### config.mk
export PLATFORM = sky130hd
export DESIGN_NAME = project_pwm_peripheral_config_ctrl
export DESIGN_NICKNAME = d
export VERILOG_FILES = /design/src/rtl/project_pwm_peripheral_pkg.sv /design/src/rtl/project_pwm_peripheral_shadow_reg.sv /design/src/rtl/project_pwm_peripheral_config_ctrl.sv
export SDC_FILE = /design/constraint.sdc
export NUM_CORES = 1
export LEC_CHECK = 0
export BUFFER_PORTS_ARGS = -buffer_cell sky130_fd_sc_hd__buf_2
export CAP_MARGIN = 20
export CORE_MARGIN = 2
export CORE_UTILIZATION = 63
export CTS_BUF_LIST = sky130_fd_sc_hd__clkbuf_4 sky130_fd_sc_hd__clkbuf_8 sky130_fd_sc_hd__clkbuf_16
export DETAILED_ROUTE_END_ITERATION = 12
export PLACE_DENSITY = 0.91
export SYNTH_ARGS = -nofsm -noshare
export SYNTH_HDL_FRONTEND = slang
export SYNTH_SLANG_ARGS = --single-unit
export TNS_END_PERCENT = 5
### constraint.sdc
create_clock -name i_clk -period 4.12 [get_ports i_clk]
set_clock_uncertainty 0.1 [all_clocks]
set_input_delay 0.618 -clock i_clk [delete_from_list [all_inputs] [get_ports i_clk]]
set_output_delay 0.618 -clock i_clk [all_outputs]
set_load 0.1 [all_outputs]
### src/rtl/project_pwm_peripheral_pkg.sv
// Shared types and constants for the PWM peripheral config controller.
// Frame FSM states, register field codes and address decode helper.
package project_pwm_peripheral_pkg;

    typedef enum logic [1:0] {
        S_ADDR   = 2'd0,
        S_LO     = 2'd1,
        S_HI     = 2'd2,
        S_COMMIT = 2'd3
    } state_t;

    localparam logic [1:0] FLD_PERIOD = 2'd0;
    localparam logic [1:0] FLD_CMPA   = 2'd1;
    localparam logic [1:0] FLD_CMPB   = 2'd2;
    localparam logic [1:0] FLD_PHASE  = 2'd3;

    localparam logic [4:0] CTRL_CH = 5'd31;
    localparam int         IMM_BIT = 7;

    function automatic logic is_ctrl(input logic [7:0] a);
        return (a[6:2] == CTRL_CH) && (a[1:0] == FLD_PERIOD);
    endfunction

    function automatic logic addr_valid(input logic [7:0] a, input int n_ch);
        return (int'(a[6:2]) < n_ch) || is_ctrl(a);
    endfunction

endpackage

### src/rtl/project_pwm_peripheral_shadow_reg.sv
// One channel's shadow/active field registers and pending flag.
// Shadow is copied to active on the period-boundary update strobe.
module project_pwm_peripheral_shadow_reg
    import project_pwm_peripheral_pkg::*;
(
    input  logic             clk,
    input  logic             rst_n,
    input  logic             we,
    input  logic [1:0]       fld,
    input  logic [15:0]      data,
    input  logic             imm,
    input  logic             update,
    output logic [3:0][15:0] o_active,
    output logic             o_pending
);

    logic [3:0][15:0] shadow_q, shadow_d;
    logic [3:0][15:0] active_q, active_d;
    logic             pending_q, pending_d;

    // Update runs first so a same-edge commit re-arms pending for the next strobe.
    always_comb begin
        shadow_d  = shadow_q;
        active_d  = active_q;
        pending_d = pending_q;
        if (update && pending_q) begin
            active_d  = shadow_q;
            pending_d = 1'b0;
        end
        if (we) begin
            shadow_d[fld] = data;
            if (imm) begin
                active_d[fld] = data;
            end else begin
                pending_d = 1'b1;
            end
        end
    end

    always_ff @(posedge clk or negedge rst_n) begin
        if (!rst_n) begin
            shadow_q  <= '0;
            active_q  <= '0;
            pending_q <= 1'b0;
        end else begin
            shadow_q  <= shadow_d;
            active_q  <= active_d;
            pending_q <= pending_d;
        end
    end

    assign o_active  = active_q;
    assign o_pending = pending_q;

endmodule

### src/rtl/project_pwm_peripheral_config_ctrl.sv
// Byte-serial 3-byte frame receiver feeding per-channel shadow registers.
// Active values move on the master period strobe, or at once for IMM/disabled.
module project_pwm_peripheral_config_ctrl
    import project_pwm_peripheral_pkg::*;
#(
    parameter int N_CH    = 3,
    parameter int TIMEOUT = 255
) (
    input  logic                i_clk,
    input  logic                i_reset,
    input  logic [7:0]          i_data,
    input  logic                i_valid,
    output logic                o_ready,
    input  logic                i_update,
    output logic [16*N_CH-1:0]  o_period,
    output logic [16*N_CH-1:0]  o_compare_a,
    output logic [16*N_CH-1:0]  o_compare_b,
    output logic [16*N_CH-1:0]  o_phase,
    output logic                o_en,
    output logic [1:0]          o_mode,
    output logic                o_sync_en,
    output logic [N_CH-1:0]     o_pending,
    output logic                o_err
);

    localparam int TW = $clog2(TIMEOUT + 1);

    state_t          state_q, state_d;
    logic [7:0]      addr_q, addr_d;
    logic [7:0]      lo_q, lo_d;
    logic [7:0]      hi_q, hi_d;
    logic [3:0]      ctrl_q, ctrl_d;
    logic            err_q, err_d;
    logic            ready_q;
    logic [TW-1:0]   tmo_q, tmo_d;

    logic            accept;
    logic            commit;
    logic            ch_ok;
    logic            imm_w;
    logic [15:0]     wdata;

    assign o_ready = ready_q && (state_q != S_COMMIT);
    assign accept  = i_valid && o_ready;
    assign commit  = (state_q == S_COMMIT);
    assign ch_ok   = int'(addr_q[6:2]) < N_CH;
    assign imm_w   = addr_q[IMM_BIT] || !ctrl_q[0];
    assign wdata   = {hi_q, lo_q};

    always_comb begin
        state_d = state_q;
        addr_d  = addr_q;
        lo_d    = lo_q;
        hi_d    = hi_q;
        ctrl_d  = ctrl_q;
        err_d   = err_q;
        tmo_d   = tmo_q;
        unique case (state_q)
            S_ADDR: begin
                tmo_d = '0;
                if (accept) begin
                    addr_d  = i_data;
                    err_d   = !addr_valid(i_data, N_CH);
                    state_d = S_LO;
                end
            end
            S_LO, S_HI: begin
                if (accept) begin
                    tmo_d = '0;
                    if (state_q == S_LO) begin
                        lo_d    = i_data;
                        state_d = S_HI;
                    end else begin
                        hi_d    = i_data;
                        state_d = S_COMMIT;
                    end
                end else if (tmo_q == TW'(TIMEOUT - 1)) begin
                    tmo_d   = '0;
                    state_d = S_ADDR;
                end else begin
                    tmo_d = tmo_q + TW'(1);
                end
            end
            S_COMMIT: begin
                state_d = S_ADDR;
                if (is_ctrl(addr_q)) begin
                    ctrl_d = lo_q[3:0];
                end
            end
            default: state_d = S_ADDR;
        endcase
    end

    always_ff @(posedge i_clk or negedge i_reset) begin
        if (!i_reset) begin
            state_q <= S_ADDR;
            addr_q  <= '0;
            lo_q    <= '0;
            hi_q    <= '0;
            ctrl_q  <= '0;
            err_q   <= 1'b0;
            ready_q <= 1'b0;
            tmo_q   <= '0;
        end else begin
            state_q <= state_d;
            addr_q  <= addr_d;
            lo_q    <= lo_d;
            hi_q    <= hi_d;
            ctrl_q  <= ctrl_d;
            err_q   <= err_d;
            ready_q <= 1'b1;
            tmo_q   <= tmo_d;
        end
    end

    assign o_en      = ctrl_q[0];
    assign o_mode    = ctrl_q[2:1];
    assign o_sync_en = ctrl_q[3];
    assign o_err     = err_q;

    for (genvar k = 0; k < N_CH; k++) begin : g_ch
        logic [3:0][15:0] act;
        logic             we;

        assign we = commit && ch_ok && (addr_q[6:2] == 5'(k));

        project_pwm_peripheral_shadow_reg u_reg (
            .clk       (i_clk),
            .rst_n     (i_reset),
            .we        (we),
            .fld       (addr_q[1:0]),
            .data      (wdata),
            .imm       (imm_w),
            .update    (i_update),
            .o_active  (act),
            .o_pending (o_pending[k])
        );

        assign o_period[16*k +: 16]    = act[FLD_PERIOD];
        assign o_compare_a[16*k +: 16] = act[FLD_CMPA];
        assign o_compare_b[16*k +: 16] = act[FLD_CMPB];
        assign o_phase[16*k +: 16]     = act[FLD_PHASE];
    end

endmodule
[After elaboration in Yosys (flattened, before gate mapping)]
Index checks and enable logic that the tools add are counted.
Word-level totals
  register bits: 427
  latch bits: 0
  RAM bits: 0
  bits in read-only memories: 0
  bits of input ports: 12
  logic and storage cells: 113
  memories kept: 0
Operators by class
  add/sub/neg operators: 1
  multiply operators: 0
  divide/modulo/power cells: 0
  order comparisons: 4
  eq/ne operators: 11
  shift operators: 0
  multiplexer cells: 34
  bitwise operators: 1
  reduce and logical (&&, ||, !) cells: 27
Operators by type and width (number)
  $mux W64: 9
  $bwmux W64: 6
  $demux W16 S2: 1
  $mux W16: 1
  $mux W8: 2
  $pmux W8 S2: 1
  $logic_and A1 B1 Y1: 12
  $eq A5 B5 Y1 const B: 2
  $lt A5 B2 Y1 const B: 2
  $mux W1: 10
  $add A8 B1 Y8 const B: 1
  $eq A8 B8 Y1 const B: 1
  $logic_not A2 Y1: 3
  $mux W2: 3
  $pmux W2 S3: 1
  $reduce_and A2 Y1: 3
  $reduce_and A3 Y1: 2
  $eq A5 B1 Y1 const B: 1
  $eq A5 B2 Y1 const B: 1
  $logic_not A5 Y1: 1
  $eq A2 B2 Y1 const B: 2
  $ne A2 B2 Y1 const B: 2
  $lt A2 B3 Y1 const B: 1
  $ne A3 B3 Y1 const B: 1
  other kinds (7): 9

[Longest topological paths before layout]
Gate-level depths: netlist of run 1.
  depth in word-level cells: 7
  depth in mapped cells: 7
  gate-level depth less buffers: 6

[Hierarchy]
A second synthesis of run 1 with hierarchy kept.
Second synthesis, totals
  cells, all modules: 1403
  area total of the unflattened synthesis: 18232.5 um2
Modules (own cells, without submodules)
  project_pwm_peripheral_shadow_reg: times used 3, cells an instance 422, area each 5475.3 um2
  project_pwm_peripheral_config_ctrl: times used 1, cells an instance 137, area each 1806.7 um2

[Least setup slack after synthesis of run 1]
Ideal clock, no wire load.
  path type: flip-flop to output port
  start point: register state_q[0]
  end point: output o_ready
  arrival: 2.024 ns
  slack: 1.378 ns
  cell stages (with the launch flop): 3
  path through: dfrtp_1 ha_1 nor2b_1
On the way
  cells in the longest elaborated chain, start to end: 2
RTL lines
  start, declared: RTL line project_pwm_peripheral_config_ctrl.sv:28  | state_t state_q, state_d;
  start signal, assigned: RTL line project_pwm_peripheral_config_ctrl.sv:105  | state_q <= state_d;
  $ne A2 B2 Y1: RTL line project_pwm_peripheral_config_ctrl.sv:43  | assign o_ready = ready_q && (state_q != S_COMMIT);
  $logic_and A1 B1 Y1: RTL line project_pwm_peripheral_config_ctrl.sv:43
  end, declared: RTL line project_pwm_peripheral_config_ctrl.sv:13  | output logic o_ready,
No other way between the ends.

[Worst setup path after layout of run 1]
  start point: register addr_q[3]
  end point: register g_ch[1].u_reg.shadow_q[27] (netlist bit)
On the way
  cells in the longest elaborated chain, start to end: 3
  elaborated cells on any way between the ends: 4
  those cells by class: order compare (1); eq/ne (1); reduce/logical (2)
RTL lines
  start, declared: RTL line project_pwm_peripheral_config_ctrl.sv:29  | logic [7:0] addr_q, addr_d;
  start signal, assigned: RTL line project_pwm_peripheral_config_ctrl.sv:106  | addr_q <= addr_d;
  $lt A5 B2 Y1: RTL line project_pwm_peripheral_config_ctrl.sv:46  | assign ch_ok = int'(addr_q[6:2]) < N_CH;
  $logic_and A1 B1 Y1: RTL line project_pwm_peripheral_config_ctrl.sv:125  | assign we = commit && ch_ok && (addr_q[6:2] == 5'(k));
  $logic_and A1 B1 Y1 *: RTL line project_pwm_peripheral_config_ctrl.sv:125
  end signal, assigned: RTL line project_pwm_peripheral_shadow_reg.sv:46  | shadow_q <= shadow_d;
  end, declared: RTL line project_pwm_peripheral_shadow_reg.sv:17  | logic [3:0][15:0] shadow_q, shadow_d;
Every way passes the cells marked *; elsewhere a longest branch is shown, timed or not.
A chain may end at the register's enable or synchronous reset.

==> run metrics, run 1 <==
CTS root buf clkbuf_16; Slew Limit Fails 0; HPWL after detailed placement about 28 mm; unrepaired setup endpoints after global routing false; H-tree depth 2; I/O pin total ~210; most frequent cells in the layout dfrtp_1 (427), mux2_2 (211), buf_2 (211); worst setup path category flop to flop; Leak Pwr about 11 nW; outcome completed; Final Hold Viols 0; Core Util, Final approximately three quarters; CTS sink count between 400 and 500; Seq/Total Area, Yosys 59.0%; DRT iter0 DRCs about 1100; Post-CTS Hold Fix Bufs 0; ANT nets after route 0; fmax about 0.36 GHz; Pwr Density between 800 and 900 mW/mm2; clk slew on worst S/H paths approximately 0.06 ns; total number of vias roughly 12000; CP Launch Type flop; fin crit share about two thirds; Worst EP arrival between 3 and 4 ns; vias in the first global route approximately 13000; setup TNS 0 ns; Slew @ Worst Pin between 1 and 1.5 ns; syn avg cell area around 13 um2; Max rail drop VDD approximately 0.88 mV; commonest non-fill, non-tap cell in the layout dfrtp_1; CTS tree done; Max-slew headroom between 20% and 30%; cell area after layout 0.0211 mm2; FFs w/ async S/R, synth 100%; Starting Density a little under two thirds; first-pass GRT wire length 70.6 mm; ratio of cells with drive above 1 in the final layout about a third; clk_lat worst skew 0.54 ns; router iterations before antenna repair 8; Post-CTS Repair Setup Buffers 0; Net Count, Synth between 1000 and 1500; number of gates resized after CTS 0; Via density between 6 and 7; largest net degree at the start of global routing ~110; Final min period 2.80 ns; Netlist cell types 49; HP Class primary input to async pin; crit end category flop; Post-Route WL between 40 and 50 mm; ys flop type dfrtp_1; total CTS buffers 42; Die Area roughly 0.030 mm2; Final Net Count 1648; max-cap viol count 0; GPL Wtd Cong slightly above 0.8; # setup viols final 0; Fin Hold WS between 0.05 and 0.06 ns; drt drc 0; DR WL/cell ~22 um; synthesis-stage register bit count 427; Crit Path Max Fanout 16; Total Routing Usage GR ~30%; Yosys warning count 0; Tot Pwr 0.0179 W; Layout area overhead 16.3%; Core Footprint 0.0285 mm2; Post-Synthesis Cells roughly 1400; placed cell areas just under 0.02 mm2; Die Height ~170 um; clock buffer depth 3; CP Data Required Time roughly 4.4 ns; Mapped Area roughly 0.018 mm2; number of flops mapped to enable cells by yosys 0; IO Port Bufs between 200 and 250; die span in x between 150 and 200 um; Congestion Overflow GR 0; Placement Rows 62; initial antenna violation count 1
## synth_stat cells, types with 3 or more instances
cell,count,area (um2)
dfrtp_1,427,10700
mux2_2,211,2380
mux2i_1,193,1930
nand2_1,157,589
o21ai_0,134,671
clkbuf_1,77,289
nor2_1,56,210
a21oi_1,49,245
buf_2,16,80.1
o21ai_1,14,70.1
buf_4,12,90.1
mux2_1,10,113
inv_1,7,26.3
ha_1,6,75.1
nand4_1,6,37.5
nor2b_1,6,37.5
nand2b_1,5,31.3
nor4_1,5,31.3
nor4_4,5,106
buf_6,4,45.0
nand3_1,4,20.0
nor2_2,4,25.0
nor2_4,4,45.0
nand2_2,3,18.8
## cell families (layout without fill, tap and decap cells)
group / count (synthesis) / in the layout / share of synthesized area [%]
flops: 427 / 427 / 59.0
mux: 414 / 414 / 24.4
simple gates: 273 / 273 / 7.23
compound gates: 208 / 208 / 5.90
buf+inv: 116 / 326 / 2.93
fa+ha+maj: 6 / 6 / 0.414
xor+xnor: 3 / 3 / 0.145
other cells: 1 / 2 / 0.0207
## where the power goes
part           switching, W  internal (W)  total [W]  leakage, nW
Combinational       0.00625       0.00144    0.00769         5.12
Clock               0.00154       0.00231    0.00385        0.707
Sequential          0.00113       0.00526    0.00639         5.64
## path summary, 6_finish.rpt
check	startpoint	cells past startpoint	slack, ns	endpoint
min	i_reset	1	0.06	g_ch[2].u_reg.shadow_q[19]
max reg2reg	addr_q[3]	4	1.32	g_ch[1].u_reg.shadow_q[27]
max	addr_q[3]	4	1.32	g_ch[1].u_reg.shadow_q[27]
max in group asynchronous	i_reset	2	2.92	g_ch[0].u_reg.o_active[27]
min reg2reg	o_err	2	0.39	o_err
min in group i_clk	i_data[7]	2	0.26	addr_q[7]
## flip-flops by register name, indices dropped and copies added, names as in the netlist
signal,count
ctrl_q,4
g_ch.u_reg.shadow_q,192
state_q,2
tmo_q,8
g_ch.u_reg.o_active,192
lo_q,8
hi_q,8
addr_q,8
g_ch.u_reg.o_pending,3
o_err,1
ready_q,1
## routing by layer
layer,vias up,wire (um),track usage [%]
li1,5384,-,-
met1,6346,17700,38.1
met2,466,21900,48.9
met3,123,3450,7.37
met4,0,1900,14.1
met5,-,0,0
## cell type report
class                           count  area, um2
Inverter                            7       26.3
Fill cell                        1813       7470
Sequential cell                   427      10700
Antenna cell                        1       2.50
Tap cell                          384        480
Clock inverter                      9        124
Clock buffer                       63       1270
Multi-Input combinational cell    905       6950
Timing Repair Buffer              247       1530
## critical path: stages (launching register included)
cell and delay [ns]:
dfrtp_1 0.41, nor4_1 0.66, nand3_2 0.30, nor2_2 0.79, mux2_2 0.42
## stage by stage
stage,instances,setup slack (ns)
after floorplan,1448,1.38
after global placement,1962,1.48
after detailed placement,1963,1.43
after CTS,2035,1.39
after global routing,2043,1.18
final,2043,1.32
(Power assumes the default switching activity.)
==> run 2: changes to the inputs <==
--- a/config.mk
+++ b/config.mk
@@ -5,13 +5,14 @@
 export SDC_FILE = /design/constraint.sdc
 export NUM_CORES = 1
 export LEC_CHECK = 0
+export ABC_AREA = 1
 export BUFFER_PORTS_ARGS = -buffer_cell sky130_fd_sc_hd__buf_2
 export CAP_MARGIN = 20
 export CORE_MARGIN = 2
-export CORE_UTILIZATION = 63
+export CORE_UTILIZATION = 59
 export CTS_BUF_LIST = sky130_fd_sc_hd__clkbuf_4 sky130_fd_sc_hd__clkbuf_8 sky130_fd_sc_hd__clkbuf_16
 export DETAILED_ROUTE_END_ITERATION = 12
-export PLACE_DENSITY = 0.91
+export PLACE_DENSITY = 0.86
 export SYNTH_ARGS = -nofsm -noshare
 export SYNTH_HDL_FRONTEND = slang
 export SYNTH_SLANG_ARGS = --single-unit
==> constraint.sdc (replaced) <==
create_clock -name i_clk -period 2.9 [get_ports i_clk]
set_clock_uncertainty 0.1 [all_clocks]
set_input_delay 0.435 -clock i_clk [delete_from_list [all_inputs] [get_ports i_clk]]
set_output_delay 0.435 -clock i_clk [all_outputs]
set_load 0.1 [all_outputs]
==> run 2 against run 1 <==
Synthesized cell count rose by 74%; count of clock-buffer cells in the layout increased by 3; final cell count rose by 55%; highest routed layer is now met5.
==> run metrics, run 2 <==
outcome completed; syn avg cell area between 7 and 8 um2; Seq/Total Area, Yosys between 50 and 60%; most frequent cell after synthesis nand2_1; Compound-Gate Fraction of Synth Area 7.89%; Layout area overhead 16.3%; cell accounting for the most synthesized area dfrtp_1; first-pass GRT wire length between 90 and 100 mm; Worst path slowest cell buf_2; Synth Area in XOR/XNOR less than 1%; largest family of logic cells by synthesized area simple AND/OR/NAND/NOR gates; CTS tree done; Pwr Density between 900 and 1000 mW/mm2; post-synthesis adder-cell area fraction less than 1%; max-cap viol count 0; Leak Pwr roughly 12 nW; CTS sink count 427; Mapped Area 0.0199 mm2; Post-synth top cells nand2_1 (1169), dfrtp_1 (427), o21ai_0 (261); HP Class primary input to flop; total CTS buffers between 40 and 50; Net Count, Synth 2539; GPL Wtd Cong 0.879; Post-CTS Hold Fix Bufs 1; Placement Rows 67; commonest non-fill, non-tap cell in the layout nand2_1; clk slew on worst S/H paths ~0.060 ns; Slew Limit Fails 0; die span in x around 190 um; Post-CTS Repair Setup Buffers 0; leading post-synthesis cells by cell area dfrtp_1 (54%), nand2_1 (22%), o21ai_0 (6.6%), nand3_1 (4.1%), mux2_2 (3.3%); DRT iter0 DRCs 1847; Yosys warning count 0; Netlist cell types 27; synthesis-stage register bit count approximately 430; Max-slew headroom 41.8%; drt drc 0; worst-path cell chain ha_1, nor2_2, buf_2; ANT nets after route 0; clock buffer depth 3; IO Port Bufs 212; initial antenna violation count 5; Slew @ Worst Pin 0.866 ns; router iterations before antenna repair 8; Slowest Stage Delay on Critical Path ~0.46 ns; fin crit share a little under nine tenths; Congestion Overflow GR 0; number of gates resized after CTS 0; setup TNS 0 ns; CTS root buf clkbuf_16; Die Height 188 um; HPWL after detailed placement 38.0 mm; Worst EP arrival a little under 2 ns; Register Area 0.0107 mm2; most frequent cells in the layout nand2_1 (1166), dfrtp_1 (427), o21ai_0 (261); Final Net Count between 2000 and 3000; # setup viols final 0; I/O pin total 213; unrepaired setup endpoints after global routing false; Core Footprint 0.0334 mm2; total number of vias 18300; post-synth top area share a little over half; Via density around 5.8; DR WL/cell 18.9 um; worst setup path category flop to output port; Starting Density 59.6%; Final Hold Viols 0; vias in the first global route between 15000 and 20000; H-tree depth 2; Core Util, Final between 60% and 70%; fmax approximately 0.4 GHz; crit end category output port; Post-Synthesis Cells 2521; CP Launch Type flop; Post-Route WL between 50 and 60 mm; FFs w/ async S/R, synth 100%; pre-CTS WS between 0.5 and 0.6 ns; simple-gate share of the synthesized area approximately 28%; Multi-input gate area between 0.007 and 0.008 mm2; Fill cells about 2500; ratio of cells with drive above 1 in the final layout between 15 and 20%; final worst slack 0.397 ns; clk_lat worst skew 0.56 ns; Crit Path Max Fanout 5; ys flop type dfrtp_1; number of flops mapped to enable cells by yosys 0; Die Area roughly 0.035 mm2; post-synthesis mux area share between 3 and 4%; Total Routing Usage GR about 34%; largest net degree at the start of global routing 83; CP Data Required Time between 2 and 2.5 ns; Final min period between 2 and 3 ns; Max rail drop VDD roughly 0.7 mV
## run 2: cell types whose count changed after synthesis, sizes merged, moves of 14 or more
cell	before	now
mux2i	193	0
nor3	2	18
nand2	160	1171
clkbuf	77	91
inv	7	146
buf	32	74
mux2	221	59
a21oi	49	1
o21ai	148	307
nand3	6	166
nor2	65	33
## run 2: kinds of logic (layout without fill, tap and decap cells)
kind of cell    after synthesis  in the layout
compound gates              312            312
xor+xnor                      5              5
fa+ha+maj                     6              6
buf+inv                     312            515
flops                       427            427
mux                          59             59
other cells                   1              5
simple gates               1399           1399
## run 2: worst paths after layout
path	from	endpoint	slack [ns]	cells after the start
worst max register to register	state_q[0]	g_ch[2].u_reg.o_active[63]	0.48	10
worst max-delay path	state_q[0]	o_ready	0.40	3
worst min-delay path	i_data[3]	lo_q[3]	0.10	3
max in group asynchronous	i_reset	g_ch[1].u_reg.shadow_q[26]	1.50	4
min in group asynchronous	i_reset	g_ch[1].u_reg.shadow_q[57]	0.34	2
worst min register to register	g_ch[2].u_reg.shadow_q[63]	g_ch[2].u_reg.shadow_q[63]	0.38	2
## run 2: worst max-delay path: cells and delay by family (launching register included)
| kind | cells | cell delay, ns |
|---|---|---|
| buffers and inverters | 1 | 0.46 |
| and+or+nand+nor | 1 | 0.21 |
| DFF | 1 | 0.44 |
| adders and majority gates | 1 | 0.29 |
## run 2: final cells by class
cell class	instances	share of cell area (%)
flip-flops and latches	427	46.2
inverters	147	2.40
clock inverters	11	0.639
diodes	4	0.0433
clock buffers	66	5.95
repair buffers	291	7.86
well taps	448	2.43
multi-input cells	1782	34.5
## run 2: through the flow
step,hold WS (ns),instance area (um2),power (W),std cells
floorplan,0.0394,19900,0.0142,2521
global placement,0.307,21600,0.0164,3094
detailed placement,0.308,21600,0.0167,3094
CTS,0.0874,23100,0.0226,3172
global route,0.118,23100,0.0236,3175
finish,0.101,23100,0.0227,3176
## run 2: power by group
part | switching (W) | internal [W]
combinational | 0.00760 | 0.00157
sequential | 0.000716 | 0.00695
clock | 0.00236 | 0.00355
total | 0.0107 | 0.0121
## run 2: layer usage
layer,vias up,global-route usage (%),share of wire [%]
met5,-,0,0.035
met4,4,17.3,5.4
met3,228,10.7,12
met2,1097,53.1,46
met1,8650,43.5,36
li1,8293,-,-
